===== config.mk =====
export PLATFORM = sky130hd
export DESIGN_NAME = rr_arbiter_flat
export DESIGN_NICKNAME = d
export VERILOG_FILES = /design/src/rtl/arb_pkg.sv /design/src/rtl/rr_arbiter_if.sv /design/src/rtl/rr_pick.sv /design/src/rtl/rr_arbiter.sv /design/src/flat_wrapper.sv
export SDC_FILE = /design/constraint.sdc
export NUM_CORES = 1
export LEC_CHECK = 0
export CAP_MARGIN = 15
export CORE_MARGIN = 5
export CORE_UTILIZATION = 50
export CTS_CLUSTER_DIAMETER = 100
export CTS_CLUSTER_SIZE = 28
export DETAILED_ROUTE_END_ITERATION = 16
export PLACE_DENSITY_LB_ADDON = 0.12
export SYNTH_ARGS = -nofsm -noshare
export SYNTH_HDL_FRONTEND = slang
export SYNTH_SLANG_ARGS = --single-unit

===== constraint.sdc =====
create_clock -name clk -period 4.19 [get_ports clk]
set_input_delay 0.6285 -clock clk [delete_from_list [all_inputs] [get_ports clk]]
set_output_delay 0.6285 -clock clk [all_outputs]
set_load 0.02 [all_outputs]

===== src/rtl/arb_pkg.sv =====
// Shared definitions for the round-robin arbiter slice.
//  - arb_state_e : FSM encoding (ST_IDLE / ST_BUSY)
//  - DEF_N, DEF_IDX_W : default requester count and grant-index width
package arb_pkg;

    typedef enum logic {
        ST_IDLE = 1'b0,
        ST_BUSY = 1'b1
    } arb_state_e;

    localparam int unsigned DEF_N     = 4;
    localparam int unsigned DEF_IDX_W = 2;

endpackage


===== src/rtl/rr_arbiter_if.sv =====
// Request/grant bundle between N requesters and the round-robin arbiter.
//  req       requester -> arbiter, level-sensitive request vector
//  gnt       arbiter -> requester, one-hot grant
//  gnt_idx   arbiter -> requester, binary index of gnt (valid with gnt_valid)
//  gnt_valid arbiter -> requester, high while a grant is held
//  timeout   arbiter -> requester, 1-cycle pulse on forced revoke
// master: requester side; slave: arbiter side.
interface rr_arbiter_if #(
    parameter int unsigned N     = arb_pkg::DEF_N,
    parameter int unsigned IDX_W = arb_pkg::DEF_IDX_W
) ();

    logic [N-1:0]     req;
    logic [N-1:0]     gnt;
    logic [IDX_W-1:0] gnt_idx;
    logic             gnt_valid;
    logic             timeout;

    modport master (
        output req,
        input  gnt,
        input  gnt_idx,
        input  gnt_valid,
        input  timeout
    );

    modport slave (
        input  req,
        output gnt,
        output gnt_idx,
        output gnt_valid,
        output timeout
    );

endinterface


===== src/rtl/rr_pick.sv =====
// Combinational rotating-priority picker.
//  req      in   N      request vector
//  ptr      in   IDX_W  index with highest priority this round
//  pick_oh  out  N      one-hot winner (zero when req == 0)
//  pick_idx out  IDX_W  binary index of pick_oh
//  pick_any out  1      any request present
// Rotates req so ptr lands at bit 0, takes the lowest set bit, rotates back.
module rr_pick #(
    parameter int unsigned N     = arb_pkg::DEF_N,
    parameter int unsigned IDX_W = arb_pkg::DEF_IDX_W
) (
    input  logic [N-1:0]     req,
    input  logic [IDX_W-1:0] ptr,
    output logic [N-1:0]     pick_oh,
    output logic [IDX_W-1:0] pick_idx,
    output logic             pick_any
);

    localparam logic [N-1:0] ONE = N'(1);

    logic [2*N-1:0] req_dbl;
    logic [2*N-1:0] sel_dbl;
    logic [N-1:0]   rot;
    logic [N-1:0]   sel;

    always_comb begin
        // Doubling the vector turns the rotation into a plain part-select / shift.
        req_dbl  = {req, req};
        rot      = req_dbl[ptr +: N];
        sel      = rot & (~rot + ONE);
        sel_dbl  = {sel, sel} << ptr;
        pick_oh  = sel_dbl[2*N-1:N];
        pick_any = |req;

        // pick_oh is one-hot, so OR-ing indices is an exact encode.
        pick_idx = '0;
        for (int i = 0; i < N; i++) begin
            if (pick_oh[i]) begin
                pick_idx = pick_idx | IDX_W'(i);
            end
        end
    end

endmodule


===== src/rtl/rr_arbiter.sv =====
// Round-robin arbiter with grant hold and optional hold timeout.
//  clk       in   1      rising-edge clock
//  rst       in   1      asynchronous active-high reset
//  bus       slave modport of rr_arbiter_if (req in; gnt, gnt_idx, gnt_valid,
//            timeout out, all outputs registered)
// A grant is held until its owner drops req or MAX_HOLD cycles elapse
// (MAX_HOLD = 0 disables the timeout). Every grant is followed by one idle
// cycle, and the search pointer moves past the last owner.
module rr_arbiter #(
    parameter int unsigned N        = arb_pkg::DEF_N,
    parameter int unsigned IDX_W    = arb_pkg::DEF_IDX_W,
    parameter int unsigned MAX_HOLD = 8
) (
    input logic         clk,
    input logic         rst,
    rr_arbiter_if.slave bus
);

    import arb_pkg::*;

    localparam int unsigned      HW        = (MAX_HOLD > 1) ? $clog2(MAX_HOLD) : 1;
    localparam logic [HW-1:0]    HOLD_LAST = (MAX_HOLD == 0) ? '0 : HW'(MAX_HOLD - 1);
    localparam logic [HW-1:0]    HOLD_SAT  = '1;
    localparam logic [IDX_W-1:0] LAST_IDX  = IDX_W'(N - 1);

    arb_state_e       state;
    logic [IDX_W-1:0] ptr;
    logic [HW-1:0]    hold_cnt;

    logic [N-1:0]     pick_oh;
    logic [IDX_W-1:0] pick_idx;
    logic             pick_any;
    logic             owner_req;
    logic             hold_expired;

    rr_pick #(
        .N     (N),
        .IDX_W (IDX_W)
    ) u_pick (
        .req      (bus.req),
        .ptr      (ptr),
        .pick_oh  (pick_oh),
        .pick_idx (pick_idx),
        .pick_any (pick_any)
    );

    // gnt is one-hot while BUSY, so masking avoids a variable index.
    assign owner_req    = |(bus.req & bus.gnt);
    assign hold_expired = (MAX_HOLD != 0) && (hold_cnt == HOLD_LAST);

    always_ff @(posedge clk or posedge rst) begin
        if (rst) begin
            state         <= ST_IDLE;
            ptr           <= '0;
            hold_cnt      <= '0;
            bus.gnt       <= '0;
            bus.gnt_idx   <= '0;
            bus.gnt_valid <= 1'b0;
            bus.timeout   <= 1'b0;
        end else begin
            bus.timeout <= 1'b0;
            unique case (state)
                ST_IDLE: begin
                    if (pick_any) begin
                        bus.gnt       <= pick_oh;
                        bus.gnt_idx   <= pick_idx;
                        bus.gnt_valid <= 1'b1;
                        hold_cnt      <= '0;
                        state         <= ST_BUSY;
                    end
                end
                ST_BUSY: begin
                    if (!owner_req || hold_expired) begin
                        // A drop wins over a coincident expiry: no timeout pulse.
                        bus.timeout   <= owner_req;
                        bus.gnt       <= '0;
                        bus.gnt_valid <= 1'b0;
                        ptr           <= (bus.gnt_idx == LAST_IDX) ? '0 : bus.gnt_idx + 1'b1;
                        state         <= ST_IDLE;
                    end else if (hold_cnt != HOLD_SAT) begin
                        hold_cnt <= hold_cnt + 1'b1;
                    end
                end
                default: state <= ST_IDLE;
            endcase
        end
    end

endmodule


===== src/flat_wrapper.sv =====
// flat-port wrapper written by rule: the top's interface ports become plain ports
module rr_arbiter_flat import arb_pkg::*;
#(
    parameter int unsigned N        = arb_pkg::DEF_N,
    parameter int unsigned IDX_W    = arb_pkg::DEF_IDX_W,
    parameter int unsigned MAX_HOLD = 8
)
  (clk, rst, bus_req, bus_gnt, bus_gnt_idx, bus_gnt_valid, bus_timeout);
  rr_arbiter_if #(.N(N), .IDX_W(IDX_W)) bus_i ();
  input logic clk;
  input logic rst;
  input wire logic [$bits(bus_i.req)-1:0] bus_req;
  output wire logic [$bits(bus_i.gnt)-1:0] bus_gnt;
  output wire logic [$bits(bus_i.gnt_idx)-1:0] bus_gnt_idx;
  output wire logic [$bits(bus_i.gnt_valid)-1:0] bus_gnt_valid;
  output wire logic [$bits(bus_i.timeout)-1:0] bus_timeout;
  assign bus_i.req = bus_req;
  assign bus_gnt = bus_i.gnt;
  assign bus_gnt_idx = bus_i.gnt_idx;
  assign bus_gnt_valid = bus_i.gnt_valid;
  assign bus_timeout = bus_i.timeout;
  rr_arbiter #(.N(N), .IDX_W(IDX_W), .MAX_HOLD(MAX_HOLD)) u_core (.clk(clk), .rst(rst), .bus(bus_i));
endmodule

# Word-level counts from Yosys, hierarchy flattened

Cells that the tools add are included.

Flip-flop bits (word level): 14
Bits of input ports: 6
Output and inout port bits: 8
Word-level logic and storage cells: 50

Add/subtract/negate cells: 3
Equal/unequal tests: 7
Shift operators: 2
Mux-type cells: 19
Bitwise gates (word level): 4
Reduce and logical (&&, ||, !) cells: 8

Operators with widths:

| cell                | count |
|---|---|
| $mux 3              | 3 |
| $and 4x4->4         | 2 |
| $mux 4              | 2 |
| $pmux 4 s2          | 1 |
| $reduce_or 4->1     | 2 |
| $shiftx 8x3->4      | 1 |
| $shl 8x2->8         | 1 |
| $mux 1              | 7 |
| $mux 2              | 3 |
| $ne 2x2->1 const B  | 3 |
| $pmux 3 s2          | 1 |
| $reduce_and 2->1    | 3 |
| $add 4x1->4 const B | 1 |
| $not 4->4           | 1 |
| $pmux 1 s2          | 2 |
| $add 3x1->3 const B | 1 |
| $eq 3x3->1 const B  | 1 |
| $ne 3x3->1 const B  | 1 |
| $reduce_and 3->1    | 1 |
| $add 2x1->2 const B | 1 |
| $eq 2x2->1 const B  | 1 |
| $ne 2x1->1 const B  | 1 |
| $logic_not 1->1     | 1 |
| $logic_or 1x1->1    | 1 |
| $not 1->1           | 1 |

# Logic depth before layout (Yosys ltp)

Gate-level depths: netlist of the first run.

Word-level depth: 8
Mapped depth: 6
Depth with buffers taken out: 4

# Modules after synthesis

Synthesis of the first run repeated with hierarchy kept, for this count alone.

Cells, all modules: 87
Area total of the unflattened synthesis: 875.8 um^2

Modules (own cells, without submodules):

| module     | times used | cells an instance | area each (um^2) | seq. area each (um^2) |
|---|---|---|---|---|
| rr_arbiter | 1          | 53                | 649.4            | 350.3 |
| rr_pick    | 1          | 34                | 226.5            | 0.0 |

# Least setup slack after synthesis of the first run

Ideal clock, no wire load.

Path kind: input port to flip-flop
Start: input port bus_req[1]
End: register u_core.ptr[0]
Library setup time: 125 ps
Arrival: 1611 ps
Required time: 4065 ps
Path slack: 2454 ps
Stages: 4
Path buffers: 0
Path through: a22o_2 a221oi_4 o21a_2 mux2_2

Word-level cells in the longest chain between the ends: 5

Ends and longest elaborated chain:

| what                              | line               | source |
|---|---|---|
| start, declared                   | flat_wrapper.sv:12 | `input wire logic [$bits(bus_i.req)-1:0] bus_req;` |
| $and 4x4->4                       | rr_arbiter.sv:48   | `assign owner_req = \|(bus.req & bus.gnt);` |
| $reduce_or 4->1                   | rr_arbiter.sv:48   |  |
| $logic_not 1->1                   | rr_arbiter.sv:73   | `if (!owner_req \|\| hold_expired) begin` |
| $logic_or 1x1->1                  | rr_arbiter.sv:73   |  |
| $reduce_and 2->1 (no source line) | --                 |  |
| end signal, assigned              | rr_arbiter.sv:78   | `ptr <= (bus.gnt_idx == LAST_IDX) ? '0 : bus.gnt_idx + 1'b1;` |
| end, declared                     | rr_arbiter.sv:27   | `logic [IDX_W-1:0] ptr;` |

Every way passes these cells.
A chain may end at the register's enable or synchronous reset.

# Worst setup path in the final report of the first run

Ends and elaborated chain as after synthesis.

==> impl_metrics.yaml, run 1 <==
worst_setup_path:
  flop_to_flop_setup_slack_ns: 2.51
  worst_r2r_path_depth: 4
  rr_startpoint: "u_core.hold_cnt[0]"
  startpoint_type_of_the_worst_setup_path: "input pin"
  critical_path.endpoint_type: "flop"
  timing.critical_path.cells: "clkdlybuf4s50_1 -> a22o_2 -> a221oi_4 -> o21a_2 -> mux2_2"
  cpPeakStageDelay_ns: 0.51
  rr_endpoint: "u_core.hold_cnt[2]"
  worstPathArrival_ns: 2.28
  critical_path_peak_fanout: 7
  path_class: "in2reg"
  required_ns: 4.35
  critPathSlowestCell: "sky130_fd_sc_hd__clkdlybuf4s50_1"
sta:
  relSlewSlack_pct: 57.80
  totalNegativeSetupSlack_ns: 0
  final_max_slew_viol_count: 0
  final.setup.worst_slack_ns: 2.066
  clock.fmax_ghz: 0.4708
  period_needed_ns: 2.124
  setup_viol: 0
  final_hold_viol_count: 0
  skew_ns: 0.005812
  hold-worst-slack_ns: 0.4835
  rsz0062_at_grt: "no"
  final.period_utilization_pct: 50.69
  tightestPinTransition_ns: 0.6282
power_and_ir_drop:
  combPwrFrac_pct: 50.2
  power.internal_mw: 0.4161
  power_density_mw_per_mm2: 737.1
  peakVddDrop_uv: 337.8
  leakage_nw: 0.4228
  clockPowerShare_pct: 13.5
  seq_power_share_pct: 36.3
  netSwitchingPower_mw: 0.2885
  power_switching_share_pct: 40.95
yosys:
  syn_nets: 90
  postSynthRegisterBits: 14
  synthFlopType: "sky130_fd_sc_hd__dfrtp_1"
  synth.distinct_cells: 33
  yosysWarningCount: 0
  area_of_the_mapped_netlist_um2: 788.3
  synth_top_area_cell: "sky130_fd_sc_hd__dfrtp_1"
  synthesis.instances: 81
  synthesis.area_per_instance_um2: 9.732
  fraction_of_registers_with_async_set_reset_pct: 100.0
  synth-edff-count: 0
  synth.yosys.seq_area_share_pct: 44.44
  synth_top_area_share_pct: 44.44
  synth_top_cells_by_area: "sky130_fd_sc_hd__dfrtp_1, sky130_fd_sc_hd__ha_1, sky130_fd_sc_hd__mux2i_1"
clocking:
  cts_setup_buffers: 0
  ctsResizeCount: 0
  numCtsBuffers: 3
  htree_levels: 1
  clk_latency_ns: 0.28
  cts.hold.buffers_added: 0
  clock-sinks: 14
  number_of_buffers_on_the_longest_clock_path: 2
  root_buffer: "sky130_fd_sc_hd__clkbuf_4"
  cts_tree: "yes"
  path_clk_slew_ns: 0.09
final_layout:
  final_cell_mix: "sky130_fd_sc_hd__dfrtp_1, sky130_fd_sc_hd__clkdlybuf4s50_1, sky130_fd_sc_hd__nor2_1, sky130_fd_sc_hd__nand2_1, sky130_fd_sc_hd__inv_1"
  nFillCells: 123
  design.final.nets: 104
  insertedDiodeCount: 0
  growth_of_design_area_from_synthesis_to_finish_pct: 21.27
  post_route_cells_drive_above_1_share_pct: 10.64
  final_common_cell: "sky130_fd_sc_hd__dfrtp_1"
routing:
  ant_nets: 0
  wl_um: 1608
  avgRoutedWirePerCell_um: 14.62
  vias: 645
  detail_route.vias_per_cell: 5.864
  drt_first_iter_violations: 14
  drt_pre_antenna_iters: 4
  post-route-drc-count: 0
die:
  floorplan.initialDensity_pct: 52.33
  die_height_um: 49.71
  fp.dieArea_mm2: 0.002471
  chipWidth_um: 49.71
  io_pins: 14
  placeableCoreArea_mm2: 0.001506
  core.rowCount: 14
placed_design:
  port-buffer-count: 13
  routabilityCongestion: 0.7958
  dp_slack_ns: 1.795
  detailed_place_hpwl_um: 1232
min_path:
  hold_path.startpoint: "u_core.bus.gnt_valid"
  min_path_cells: 1
  hold-path-endpoint: "u_core.bus.gnt_valid"
  worst_hold_path_type: "reg2reg"
grt:
  grt-ovfl-total: 0
  antenna_found_initial: 0
  vias_in_the_first_global_route: 622
  grt_start_max_net_pins: 15
  global_route_wire_length_before_repair_um: 2663
  global_route.usage.total_pct: 13.45
flow_run:
  max_cap_viol_count: 0
status:
  status: "completed"
-- power by group through the flow --
stage / combinational, mW / sequential (mW) / clock, mW
final: 0.354 / 0.256 / 0.0951
after global routing: 0.389 / 0.267 / 0.105
after CTS: 0.358 / 0.255 / 0.0976
after detailed placement: 0.356 / 0.259 / 0
after global placement: 0.349 / 0.256 / 0
after floorplan: 0.226 / 0.270 / 0
-- cells by family (layout without fill, tap and decap cells) --
group	Yosys count	count (layout)	share of synthesized area, %
mux	5	5	6.667
compound gates	23	23	22.86
fa+ha+maj	3	3	4.762
flops	14	14	44.44
simple gates	26	26	16.04
buf+inv	10	23	5.237
-- how the worst max path moves through the flow --
stage | from | to | cells past startpoint
6_report | bus_req[1] | u_core.ptr[0] | 5
2_1_floorplan | bus_req[1] | u_core.ptr[0] | 4
5_1_grt | bus_req[1] | u_core.ptr[0] | 5
4_1_cts | bus_req[1] | u_core.ptr[0] | 5
3_5_place_dp | bus_req[1] | u_core.ptr[0] | 5
3_3_place_gp | bus_req[1] | u_core.ptr[1] | 5
-- through the flow --
stage / util (%) / std cells / area (um2) / power [mW]
5_1_grt: 63.46 / 110 / 955.9 / 0.7606
6_report: 63.46 / 110 / 955.9 / 0.7046
4_1_cts: 63.46 / 110 / 955.9 / 0.7108
3_3_place_gp: 61.05 / 106 / 919.6 / 0.6044
2_1_floorplan: - / 81 / 788.3 / 0.4964
3_5_place_dp: 61.05 / 106 / 919.6 / 0.6154
-- final cells by class --
cell class / instances / area [um2] / share of cell area (%)
tap: 16 / 20.02 / 2.094
clock buffer: 4 / 36.28 / 3.796
sequential: 14 / 350.3 / 36.65
timing repair buffer: 13 / 130.1 / 13.61
inverter: 6 / 22.52 / 2.356
multi-input combinational: 57 / 396.6 / 41.49
-- cell usage after synthesis (2+ instances only) --
master,instances
sky130_fd_sc_hd__nor3_1,2
sky130_fd_sc_hd__ha_1,3
sky130_fd_sc_hd__o21ai_0,4
sky130_fd_sc_hd__nor2_1,7
sky130_fd_sc_hd__buf_2,2
sky130_fd_sc_hd__inv_1,6
sky130_fd_sc_hd__nand2b_1,2
sky130_fd_sc_hd__a21oi_1,4
sky130_fd_sc_hd__nor2b_1,3
sky130_fd_sc_hd__o22ai_1,2
sky130_fd_sc_hd__mux2i_1,3
sky130_fd_sc_hd__mux2_2,2
sky130_fd_sc_hd__a21o_1,2
sky130_fd_sc_hd__nand2_1,7
sky130_fd_sc_hd__dfrtp_1,14
-- sequential cells by signal, indices dropped and copies added, names as in the netlist --
signal	cells
u_core.bus.gnt	4
u_core.hold_cnt	3
u_core.ptr	2
u_core.bus.timeout	1
u_core.bus.gnt_valid	1
u_core.state	1
u_core.bus.gnt_idx	2
-- worst max-delay path: cells and delay by family --
family	cells	cell delay, ns
AOI/OAI and AO/OA	3	0.80
muxes	1	0.35
buffers and inverters	1	0.51
-- routing by layer --
| layer | vias to the layer above | share of wire [%] | track usage (%) |
|---|---|---|---|
| met3 | 4 | 7.1 | 3.916 |
| met2 | 19 | 49 | 21.61 |
| li1 | 320 | - | - |
| met4 | 0 | 1.3 | 4.367 |
| met5 | - | 0 | 0 |
| met1 | 302 | 42 | 17.14 |
(Power assumes the default switching activity.)
==> run 2: changes to the inputs <==
--- a/config.mk
+++ b/config.mk
@@ -7,7 +7,7 @@
 export LEC_CHECK = 0
 export CAP_MARGIN = 15
 export CORE_MARGIN = 5
-export CORE_UTILIZATION = 50
+export CORE_UTILIZATION = 45
 export CTS_CLUSTER_DIAMETER = 100
 export CTS_CLUSTER_SIZE = 28
 export DETAILED_ROUTE_END_ITERATION = 16
==> constraint.sdc (replaced) <==
create_clock -name clk -period 1.8 [get_ports clk]
set_input_delay 0.27 -clock clk [delete_from_list [all_inputs] [get_ports clk]]
set_output_delay 0.27 -clock clk [all_outputs]
set_load 0.02 [all_outputs]
==> run 2 against run 1 <==
Against the previous run: non-clock buffer count up 14; routed wire length up 4.2%; register-to-register slack worse by 2.3 ns; global-route usage up 2.4 points; clock power up 130%; critical path type unchanged.
==> impl_metrics.yaml, run 2 (synthesis results as in run 1) <==
routing:
  drt_pre_antenna_iters: 2
  wl_um: 1676
  route.met2.wl_um: 823
  ant_nets: 0
  vias: 692
  top_layer: "met4"
  detail_route.vias_per_cell: 5.536
  detailroute.wirelength.met3_um: 52
  post-route-drc-count: 0
  drt_first_iter_violations: 4
  avgRoutedWirePerCell_um: 13.41
  detail_route.wirelength.met1_um: 783
sta:
  final.period_utilization_pct: 92.24
  tightestPinTransition_ns: 0.5109
  setup_viol: 0
  final_max_slew_viol_count: 0
  period_needed_ns: 1.660
  clock.fmax_ghz: 0.6023
  rsz0062_at_grt: "no"
  skew_ns: 0.002085
  relSlewSlack_pct: 65.90
  final.setup.worst_slack_ns: 0.1397
  final_hold_viol_count: 0
clocking:
  htree_levels: 1
  path_clk_slew_ns: 0.08
  cts_setup_buffers: 0
  clock-sinks: 14
  clk_latency_ns: 0.27
  cts_tree: "yes"
  numCtsBuffers: 3
  root_buffer: "sky130_fd_sc_hd__clkbuf_4"
  number_of_buffers_on_the_longest_clock_path: 2
final_layout:
  design.final.nets: 118
  layout.cell_area.non_filler_mm2: 0.001067
  post_route_cells_drive_above_1_share_pct: 23.15
  largest_reg_flops: 4
  insertedDiodeCount: 0
  reg.largest.list: "u_core.bus.gnt x4, u_core.hold_cnt x3"
  largest_register: "u_core.bus.gnt"
  growth_of_design_area_from_synthesis_to_finish_pct: 35.40
  final_cell_mix: "sky130_fd_sc_hd__buf_4, sky130_fd_sc_hd__dfrtp_1, sky130_fd_sc_hd__clkdlybuf4s50_1"
power_and_ir_drop:
  peakVddDrop_uv: 865.0
  power.internal_mw: 1.089
  power_density_mw_per_mm2: 1671
  netSwitchingPower_mw: 0.6940
  combPwrFrac_pct: 55.1
  power_switching_share_pct: 38.92
  clockPowerShare_pct: 12.3
  leakage_nw: 0.4923
  seq_power_share_pct: 32.6
die:
  io_pins: 14
  fp.dieArea_mm2: 0.002689
  floorplan.initialDensity_pct: 46.67
  placeableCoreArea_mm2: 0.001689
  die_height_um: 51.86
  chipWidth_um: 51.86
  core.rowCount: 15
placed_design:
  dp_slack_ns: -0.1257
  port-buffer-count: 13
  detailed_place_hpwl_um: 1373
  post_dp_cell_area_mm2: 0.001026
  routabilityCongestion: 0.7834
worst_setup_path:
  critical_path.endpoint_type: "flop"
  rr_endpoint: "u_core.ptr[1]"
  worstPathArrival_ns: 1.82
  critical_path_peak_fanout: 4
  worst_r2r_path_depth: 4
  flop_to_flop_setup_slack_ns: 0.24
  rr_startpoint: "u_core.bus.gnt[1]"
  startpoint_type_of_the_worst_setup_path: "input pin"
  path_class: "in2reg"
  required_ns: 1.96
grt:
  global_route.usage.total_pct: 15.83
  global_route_wire_length_before_repair_um: 3139
  grt_start_max_net_pins: 15
  antenna_found_initial: 0
  grt-ovfl-total: 0
  vias_in_the_first_global_route: 698
min_path:
  worst_hold_path_type: "in2async"
flow_run:
  max_cap_viol_count: 0
status:
  status: "completed"
run 2: changes by cell type in the layout (fill, tap and decap cells not counted):
cell	change
sky130_fd_sc_hd__buf_4	+14
sky130_fd_sc_hd__nor3_1	-1
sky130_fd_sc_hd__nor3_2	+1
run 2: area by class of cell:
cell class	instances	area, um2
fillers	145	621.8
multi-input cells	57	401.6
flip-flops and latches	14	350.3
repair buffers	27	235.2
clock buffers	4	36.28
inverters	6	22.52
well taps	17	21.27
run 2: worst max-delay path by stage:
stage	start	to	slack (ns)	cells past startpoint
after floorplan	u_core.bus.gnt[1]	u_core.ptr[0]	0.23	4
after global placement	bus_req[1]	u_core.ptr[1]	-0.11	5
after detailed placement	bus_req[1]	u_core.ptr[1]	-0.13	5
after CTS	u_core.hold_cnt[0]	u_core.hold_cnt[1]	0.11	4
after global routing	bus_req[1]	u_core.ptr[1]	0.08	5
final	bus_req[1]	u_core.ptr[1]	0.14	5
run 2: stage by stage:
step / setup TNS (ns) / util [%] / power [mW] / instances / hold WS, ns
4_1_cts: 0 / 62.89 / 1.796 / 125 / 0.3315
2_1_floorplan: 0 / - / 1.156 / 81 / 0.1592
5_1_grt: 0 / 63.19 / 1.953 / 125 / 0.3740
3_5_place_dp: -0.7211 / 60.74 / 1.574 / 121 / 0.4742
3_3_place_gp: -0.5216 / 60.74 / 1.555 / 121 / 0.4603
6_report: 0 / 63.19 / 1.783 / 125 / 0.3174
run 2: worst max-delay path: stages:
cell and delay [ns]:
sky130_fd_sc_hd__clkdlybuf4s50_1 0.47, sky130_fd_sc_hd__a22o_2 0.30, sky130_fd_sc_hd__a221oi_4 0.26, sky130_fd_sc_hd__o21a_2 0.20, sky130_fd_sc_hd__mux2_2 0.33
run 2: metal layers:
| metal | vias up | track usage (%) |
|---|---|---|
| li1 | 346 | - |
| met4 | 0 | 7.860 |
| met3 | 2 | 2.865 |
| met5 | - | 0 |
| met2 | 6 | 25.52 |
| met1 | 338 | 20.15 |
run 2: power by group through the flow:
stage          logic (mW)  registers (mW)  clock network [mW]
2_1_floorplan       0.527           0.629                   0
6_report            0.982           0.581               0.220
4_1_cts             0.990           0.581               0.226
5_1_grt              1.10           0.600               0.248
3_5_place_dp        0.986           0.587                   0
3_3_place_gp        0.974           0.581                   0
run 2: timing repair:
item,4_1_cts,5_1_grt
hold buffers,0,0
resized for setup,0,1
endpoints found under the setup margin,0,3
